### config.mk
export PLATFORM = sky130hd
export DESIGN_NAME = fetch_queue
export DESIGN_NICKNAME = d
export VERILOG_FILES = /design/src/rtl/fetch_pkg.sv /design/src/rtl/fetch_fifo.sv /design/src/rtl/fetch_queue.sv
export SDC_FILE = /design/constraint.sdc
export NUM_CORES = 1
export LEC_CHECK = 0
export ABC_AREA = 1
export CAP_MARGIN = 20
export CELL_PAD_IN_SITES_DETAIL_PLACEMENT = 0
export CELL_PAD_IN_SITES_GLOBAL_PLACEMENT = 2
export CORE_ASPECT_RATIO = 1.4
export CORE_MARGIN = 5
export CORE_UTILIZATION = 35
export CTS_CLUSTER_SIZE = 8
export DETAILED_ROUTE_END_ITERATION = 7
export MAX_ROUTING_LAYER = met4
export PLACE_DENSITY_LB_ADDON = 0.1
export SYNTH_ARGS = -nofsm -noshare
export SYNTH_HDL_FRONTEND = slang
export SYNTH_SLANG_ARGS = --single-unit
### constraint.sdc
create_clock -name clk -period 4.6 [get_ports clk]
set_input_delay 0.46 -clock clk [delete_from_list [all_inputs] [get_ports clk]]
set_output_delay 0.46 -clock clk [all_outputs]
set_load 0.05 [all_outputs]
### src/rtl/fetch_pkg.sv
// Shared fetch-stage definitions: default widths, reset PC and queue entry layout.
// Latency: n/a (types and constants only).
// Backpressure: n/a.
package fetch_pkg;

  localparam int          XLEN_DEFAULT     = 32;
  localparam logic [31:0] RESET_PC_DEFAULT = 32'h0000_0000;

  // One queued fetch: instruction word and the address of the next sequential word.
  // The queue stores entries packed in this order, instr in the upper half.
  typedef struct packed {
    logic [XLEN_DEFAULT-1:0] instr;
    logic [XLEN_DEFAULT-1:0] pcplus4;
  } fetch_entry_t;

endpackage

### src/rtl/fetch_fifo.sv
// Circular entry store with wrapping read/write pointers and an occupancy count.
// Latency: a pushed entry is readable at rd_dat the cycle after the push.
// Backpressure: caller must not push when full unless it pops in the same cycle.
module fetch_fifo #(
  parameter int DEPTH = 4,
  parameter int WIDTH = 64
) (
  input  logic                     clk,
  input  logic                     rst,
  input  logic                     flush,
  input  logic                     push,
  input  logic                     pop,
  input  logic [WIDTH-1:0]         wr_dat,
  output logic [WIDTH-1:0]         rd_dat,
  output logic [$clog2(DEPTH):0]   count,
  output logic                     full
);

  localparam int AW = $clog2(DEPTH);

  logic [WIDTH-1:0] mem [DEPTH];
  logic [AW-1:0]    wr_ptr;
  logic [AW-1:0]    rd_ptr;

  assign rd_dat = mem[rd_ptr];
  assign full   = (count == (AW+1)'(DEPTH));

  // Entry storage needs no reset; only pointers and count define validity.
  // When full, push+pop overwrite the slot being popped, which is safe.
  always_ff @(posedge clk) begin
    if (push) mem[wr_ptr] <= wr_dat;
  end

  // Pointers wrap naturally because DEPTH is a power of two.
  always_ff @(posedge clk) begin
    if (rst || flush) begin
      wr_ptr <= '0;
      rd_ptr <= '0;
      count  <= '0;
    end else begin
      if (push) wr_ptr <= wr_ptr + AW'(1);
      if (pop)  rd_ptr <= rd_ptr + AW'(1);
      case ({push, pop})
        2'b10:   count <= count + (AW+1)'(1);
        2'b01:   count <= count - (AW+1)'(1);
        default: count <= count;
      endcase
    end
  end

endmodule

### src/rtl/fetch_queue.sv
// Instruction fetch front end: PC sequencing, redirect handling and a queue toward decode.
// Latency: one cycle ROM-to-decode; zero cycles when FETCH_QUEUE_BYPASS_EN is defined and the queue is empty.
// Backpressure: out_ready low holds the head; fetch stalls once the queue is full.
module fetch_queue
  import fetch_pkg::*;
#(
  parameter int              XLEN     = XLEN_DEFAULT,
  parameter int              DEPTH    = 4,
  parameter logic [XLEN-1:0] RESET_PC = XLEN'(RESET_PC_DEFAULT)
) (
  input  logic            clk,
  input  logic            rst,
  output logic [XLEN-3:0] imem_addr,
  input  logic [XLEN-1:0] imem_rdata,
  input  logic            redirect_valid,
  input  logic [XLEN-1:0] redirect_pc,
  output logic            out_valid,
  input  logic            out_ready,
  output logic [XLEN-1:0] out_instr,
  output logic [XLEN-1:0] out_pcplus4,
  output logic            misalign_err
);

  localparam int CW = $clog2(DEPTH) + 1;
  localparam int EW = 2 * XLEN;

  logic [XLEN-1:0] fetch_pc;
  logic [XLEN-1:0] pc_plus4;
  logic [CW-1:0]   count;
  logic            full;
  logic            q_valid;
  logic            pop;
  logic            push;
  logic            bypass;
  logic [EW-1:0]   head;

  assign pc_plus4  = fetch_pc + XLEN'(4);
  assign imem_addr = fetch_pc[XLEN-1:2];
  assign q_valid   = (count != '0);

  // A redirect squashes both the dequeue and the fetch of this cycle.
  assign pop = q_valid && out_ready && !redirect_valid && !rst;

`ifdef FETCH_QUEUE_BYPASS_EN
  // Empty queue and a ready decoder: hand the ROM word straight through.
  assign bypass = !q_valid && out_ready && !redirect_valid && !rst;
`else
  assign bypass = 1'b0;
`endif

  // Fetch whenever there is room, counting the slot freed by a same-cycle pop.
  assign push = !rst && !redirect_valid && !bypass && (!full || pop);

  assign out_valid   = q_valid || bypass;
  assign out_instr   = bypass ? imem_rdata : head[EW-1:XLEN];
  assign out_pcplus4 = bypass ? pc_plus4   : head[XLEN-1:0];

  fetch_fifo #(
    .DEPTH (DEPTH),
    .WIDTH (EW)
  ) u_fifo (
    .clk    (clk),
    .rst    (rst),
    .flush  (redirect_valid),
    .push   (push),
    .pop    (pop),
    .wr_dat ({imem_rdata, pc_plus4}),
    .rd_dat (head),
    .count  (count),
    .full   (full)
  );

  // Fetch PC: reset, then redirect (forced word-aligned), then sequential advance.
  always_ff @(posedge clk) begin
    if (rst)                 fetch_pc <= RESET_PC;
    else if (redirect_valid) fetch_pc <= {redirect_pc[XLEN-1:2], 2'b00};
    else if (push || bypass) fetch_pc <= pc_plus4;
  end

  // Misaligned redirect target flagged for exactly the following cycle.
  always_ff @(posedge clk) begin
    if (rst) misalign_err <= 1'b0;
    else     misalign_err <= redirect_valid && (redirect_pc[1:0] != 2'b00);
  end

endmodule

## Word level (Yosys, flattened, before mapping)

Memory sizes are Yosys's and may differ from the RTL's. A register that Yosys moved wholly into a read port is not among the register bits.
Cells that the tools add are included.
W data, S select, Z words.

- $add $sub $neg: 5
- Mux-type cells: 7
- Equal/unequal tests: 3
- Reduce and logical (&&, ||, !) cells: 16

Operator list:

| operator | count |
|---|---|
| $mux W32 | 2 |
| $add A32 B3 Y32 const B | 1 |
| $logic_and A1 B1 Y1 | 6 |
| $pmux W3 S2 | 1 |
| $reduce_bool A2 Y1 | 3 |
| $add A2 B1 Y2 const B | 2 |
| $mux W2 | 2 |
| $add A3 B1 Y3 const B | 1 |
| $eq A3 B3 Y1 const B | 1 |
| $logic_not A1 Y1 | 3 |
| $reduce_bool A3 Y1 | 1 |
| $sub A3 B1 Y3 const B | 1 |
| $eq A2 B1 Y1 const B | 1 |
| $eq A2 B2 Y1 const B | 1 |
| $logic_or A1 B1 Y1 | 2 |
| $mux W1 | 2 |
| $reduce_or A2 Y1 | 1 |

- Output and inout bits: 96
- Flip-flop bits (word level): 40
- Word-level logic and storage cells: 38
- Memories kept: 1
- Input port bits: 68
- Memory bits (writable): 256

Memories:

| name | depth | width | read ports | clocked after memory_dff | write ports | line | RTL |
|---|---|---|---|---|---|---|---|
| u_fifo.mem | 4 | 64 | 1 | 1 | 1 | fetch_fifo.sv:21 | `logic [WIDTH-1:0] mem [DEPTH];` |

## Logic depth before layout (Yosys ltp)

- Depth in word-level cells: 8
- Depth in mapped cells: 10
- Mapped depth without buffers: 10

## By module

Synthesis repeated with hierarchy kept, for this count alone.

- Cell total of the unflattened synthesis: 1081
- Area total of the unflattened synthesis: 12266.8 µm²

By module, submodules not included:

| module | times used | area each (µm²) | cells each | seq. area each (µm²) |
|---|---|---|---|---|
| fetch_fifo | 1 | 9944.5 | 678 | 7867.5 |
| fetch_queue | 1 | 2322.2 | 403 | 620.6 |

## Worst setup path after synthesis

No wires, ideal clock.

- Path kind: input -> register
- From: in rst
- To: mem u_fifo.mem[0][10], enable pin
- Stages on the path: 4
- Buffers on the path: 1
- Slack: 0.643 ns
- Setup time: 0.482 ns
- Required time: 4.118 ns
- Data arrival time: 3.474 ns
- Path through: buf_2 nor2_4 nand2_2 nor2_1

- Longest elaborated chain between the ends: 6
- Elaborated cells on any way between the ends: 7
- Those cells by class: mux (2); reduce/logical (5)

RTL lines:

| what | line | RTL |
|---|---|---|
| start: declaration | fetch_queue.sv:12 | `input logic rst,` |
| $logic_not A1 Y1 (*) | fetch_queue.sv:42, fetch_queue.sv:52 |  |
| $logic_and A1 B1 Y1 | fetch_queue.sv:42 | `assign pop = q_valid && out_ready && !redirect_valid && !rst;` |
| $logic_or A1 B1 Y1 | fetch_queue.sv:52 | `assign push = !rst && !redirect_valid && !bypass && (!full \|\| pop);` |
| $logic_and A1 B1 Y1 (*) | fetch_queue.sv:52 |  |
| $mux W1 (*) | fetch_fifo.sv:31 | `if (push) mem[wr_ptr] <= wr_dat;` |
| $mux W1 (not written as such) (*) | fetch_fifo.sv:31 |  |
| end: declaration | fetch_fifo.sv:21 |  |

Every way passes the cells marked *; elsewhere a longest branch is shown, timed or not.

==> results.toml <==
[run_status]
status = "completed"

[clocking]
cts_resized = 0
holdBufCountCts = 0
cts_buffers = 41
ctsLongestPathBuffers = 3
clk_transition_reported_paths_ns = 0.05
root_buffer = "clkbuf_16"
worstSkewPairLatency_ns = 0.52
cts_htree_levels = 2
cts_num_sinks = 288
cts_setup_buffers = 0
cts_tree = "done"

[route]
drt_iter0_markers = 365
ant_nets = 0
wire_per_inst_um = 18.8
wirelength_mm = 31.4
dr.pass1.iters = 4
drt-vias-per-instance = 4.88
drc_errors = 0
dr_total_vias = 8148

[finish]
antenna_cells = 0
fin_util_pct = 45.1
layout.nets = 1284
final_common_cell = "edfxtp_1"
area_growth_pct = 27.2
final_cell_mix = "248 x edfxtp_1, 171 x nor2_1, 161 x clkdlybuf4s50_1"
drive_above_1_share_pct = 8.34

[global_routing]
use_met2_pct = 29.3
grt_use_met1_pct = 20.7
grt_antenna_before_repair = 0
gr-usage-all-layers_pct = 17.0
grt_pass1_wl_mm = 48.2
grt_max_degree = 73
overflow = 0
met3_usage_pct = 2.92
grt_pass1_vias = 8356
busiest_layer = "met2"

[logic_synthesis]
yosysSeqAreaShare_pct = 69.5
syn_avg_cell_area_um2 = 11.3
synthCells = 1046
synth_warnings = 0
syn_area_um2 = 11900
async_reset_ff_share_pct = 0
synthFlopType = "edfxtp_1"
synth_edf_count = 248
ys_seq_elements = 288
synthDistinctLibCells = 36

[worst_hold_path]
hp-class = "flop to flop"

[floorplan]
dieHeight_um = 228
io_pins = 164
placementRows = 79
dieArea_um2 = 37700
core-area_um2 = 33400
initial_utilization_pct = 35.5
die_width_um = 166

[timing]
fmax_mhz = 302
setup_viol = 0
tightest_slew_ns = 0.742
finClkSkew_ns = 0.0135
rsz0062_at_grt = "false"
tns_ns = 0
slew_viol_final = 0
hold_viol_final = 0
maxSlewHeadroom_pct = 50.5
period_share_pct = 72.0
min_period_ns = 3.31

[placed_design]
finalWeightedCongestion = 0.801
dp_hpwl_mm = 19.4
port_buffers = 161

[critical_path]
start_kind = "flop"
worstPathRequired_ns = 4.14
crit_fanout = 62
path_cells = "buf_4, o21ai_0, o22ai_1, clkdlybuf4s50_1"
cpLargestDelayFamily = "buffers and inverters"
path_buf_inv = 2
slowest_delay_ns = 0.89
arrival_ns = 2.85
crit_path_end_kind = "primary output"
cp_slowest_cell = "clkdlybuf4s50_1"
critPathKind = "flop to primary output"

[pwr]
power.leakage_nw = 5.20
p_per_area_nw_per_um2 = 404
ir_drop_mv = 0.207

[flow_run]
cap_viol_max_count = 0
## Yosys cell counts (all sizes together), types with 2 or more instances
master | number | area, um2
edfxtp | 248 | 7450
nor2 | 188 | 778
o21ai | 151 | 759
nand2 | 150 | 586
o22ai | 62 | 388
inv | 52 | 195
dfxtp | 40 | 801
clkbuf | 36 | 136
a21oi | 31 | 159
nand3 | 25 | 125
buf | 18 | 101
xor2 | 12 | 128
or2 | 9 | 56.3
ha | 5 | 62.6
a31oi | 3 | 18.8
nand4 | 3 | 18.8
a22oi | 2 | 15.0
conb | 2 | 7.51
nand3b | 2 | 15.0
o211ai | 2 | 15.0
## tightest hold or removal path, cell delays in order (launching register included)
cell	delay (ns)
dfxtp_1	0.32
nand2_1	0.07
a21oi_1	0.05
## logic make-up (layout without fill, tap and decap cells)
family / count (synthesis) / after routing / share of synthesized area [%]
AO/OA/AOI/OAI: 252 / 252 / 11.5
buffers and inverters: 106 / 282 / 3.65
XOR/XNOR: 13 / 13 / 1.15
other: 2 / 3 / 0.0633
flip-flops: 288 / 288 / 69.5
AND/OR/NAND/NOR: 379 / 379 / 13.4
adder cells (fa/ha/maj): 6 / 6 / 0.696
## flip-flops by register name, indices dropped and copies added (netlist names), named ones only
signal	count
u_fifo.count	3
misalign_err	1
u_fifo.wr_ptr	2
u_fifo.mem	248
fetch_pc	30
u_fifo.rd_ptr	2
## area by class of cell
type                    instances  area (um2)
multi-input cells             653        3210
clock inverters                 2        17.5
well taps                     445         557
clock buffers                  54        1070
inverters                      52         196
fillers                      3267       18300
repair buffers                174        1770
flip-flops and latches        288        8250
## through the flow
stage	cells	hold slack [ns]	power (mW)	cell area [um2]	setup slack, ns
5_1_grt	1668	0.494	6.34	15100	1.03
2_1_floorplan	1047	0.457	3.30	11900	0.643
4_1_cts	1668	0.483	6.20	15100	1.13
3_5_place_dp	1612	0.481	3.53	14000	1.70
6_report	1668	0.491	6.09	15100	1.29
3_3_place_gp	1612	0.481	3.53	14000	1.71
## metal layers
layer,vias to the layer above,share of wire [%]
li1,4001,-
met2,189,51
met4,0,1.8
met5,-,0
met1,3924,43
met3,34,4.2
## path summary, 6_finish.rpt
| check | cells after the start | slack (ns) | end | from |
|---|---|---|---|---|
| max | 4 | 1.29 | out_pcplus4[16] | flop |
| min | 2 | 0.49 | u_fifo.count[0] | u_fifo.count[0] |
| max reg2reg | 7 | 2.50 | fetch_pc[16] | fetch_pc[3] |
| min reg2reg | 2 | 0.49 | u_fifo.count[0] | u_fifo.count[0] |
## where the power goes
group / switching [mW] / internal (mW)
Sequential: 0.0407 / 2.91
Combinational: 0.350 / 0.182
Clock: 1.01 / 1.60
No activity file was read; power rests on OpenSTA's default activity.
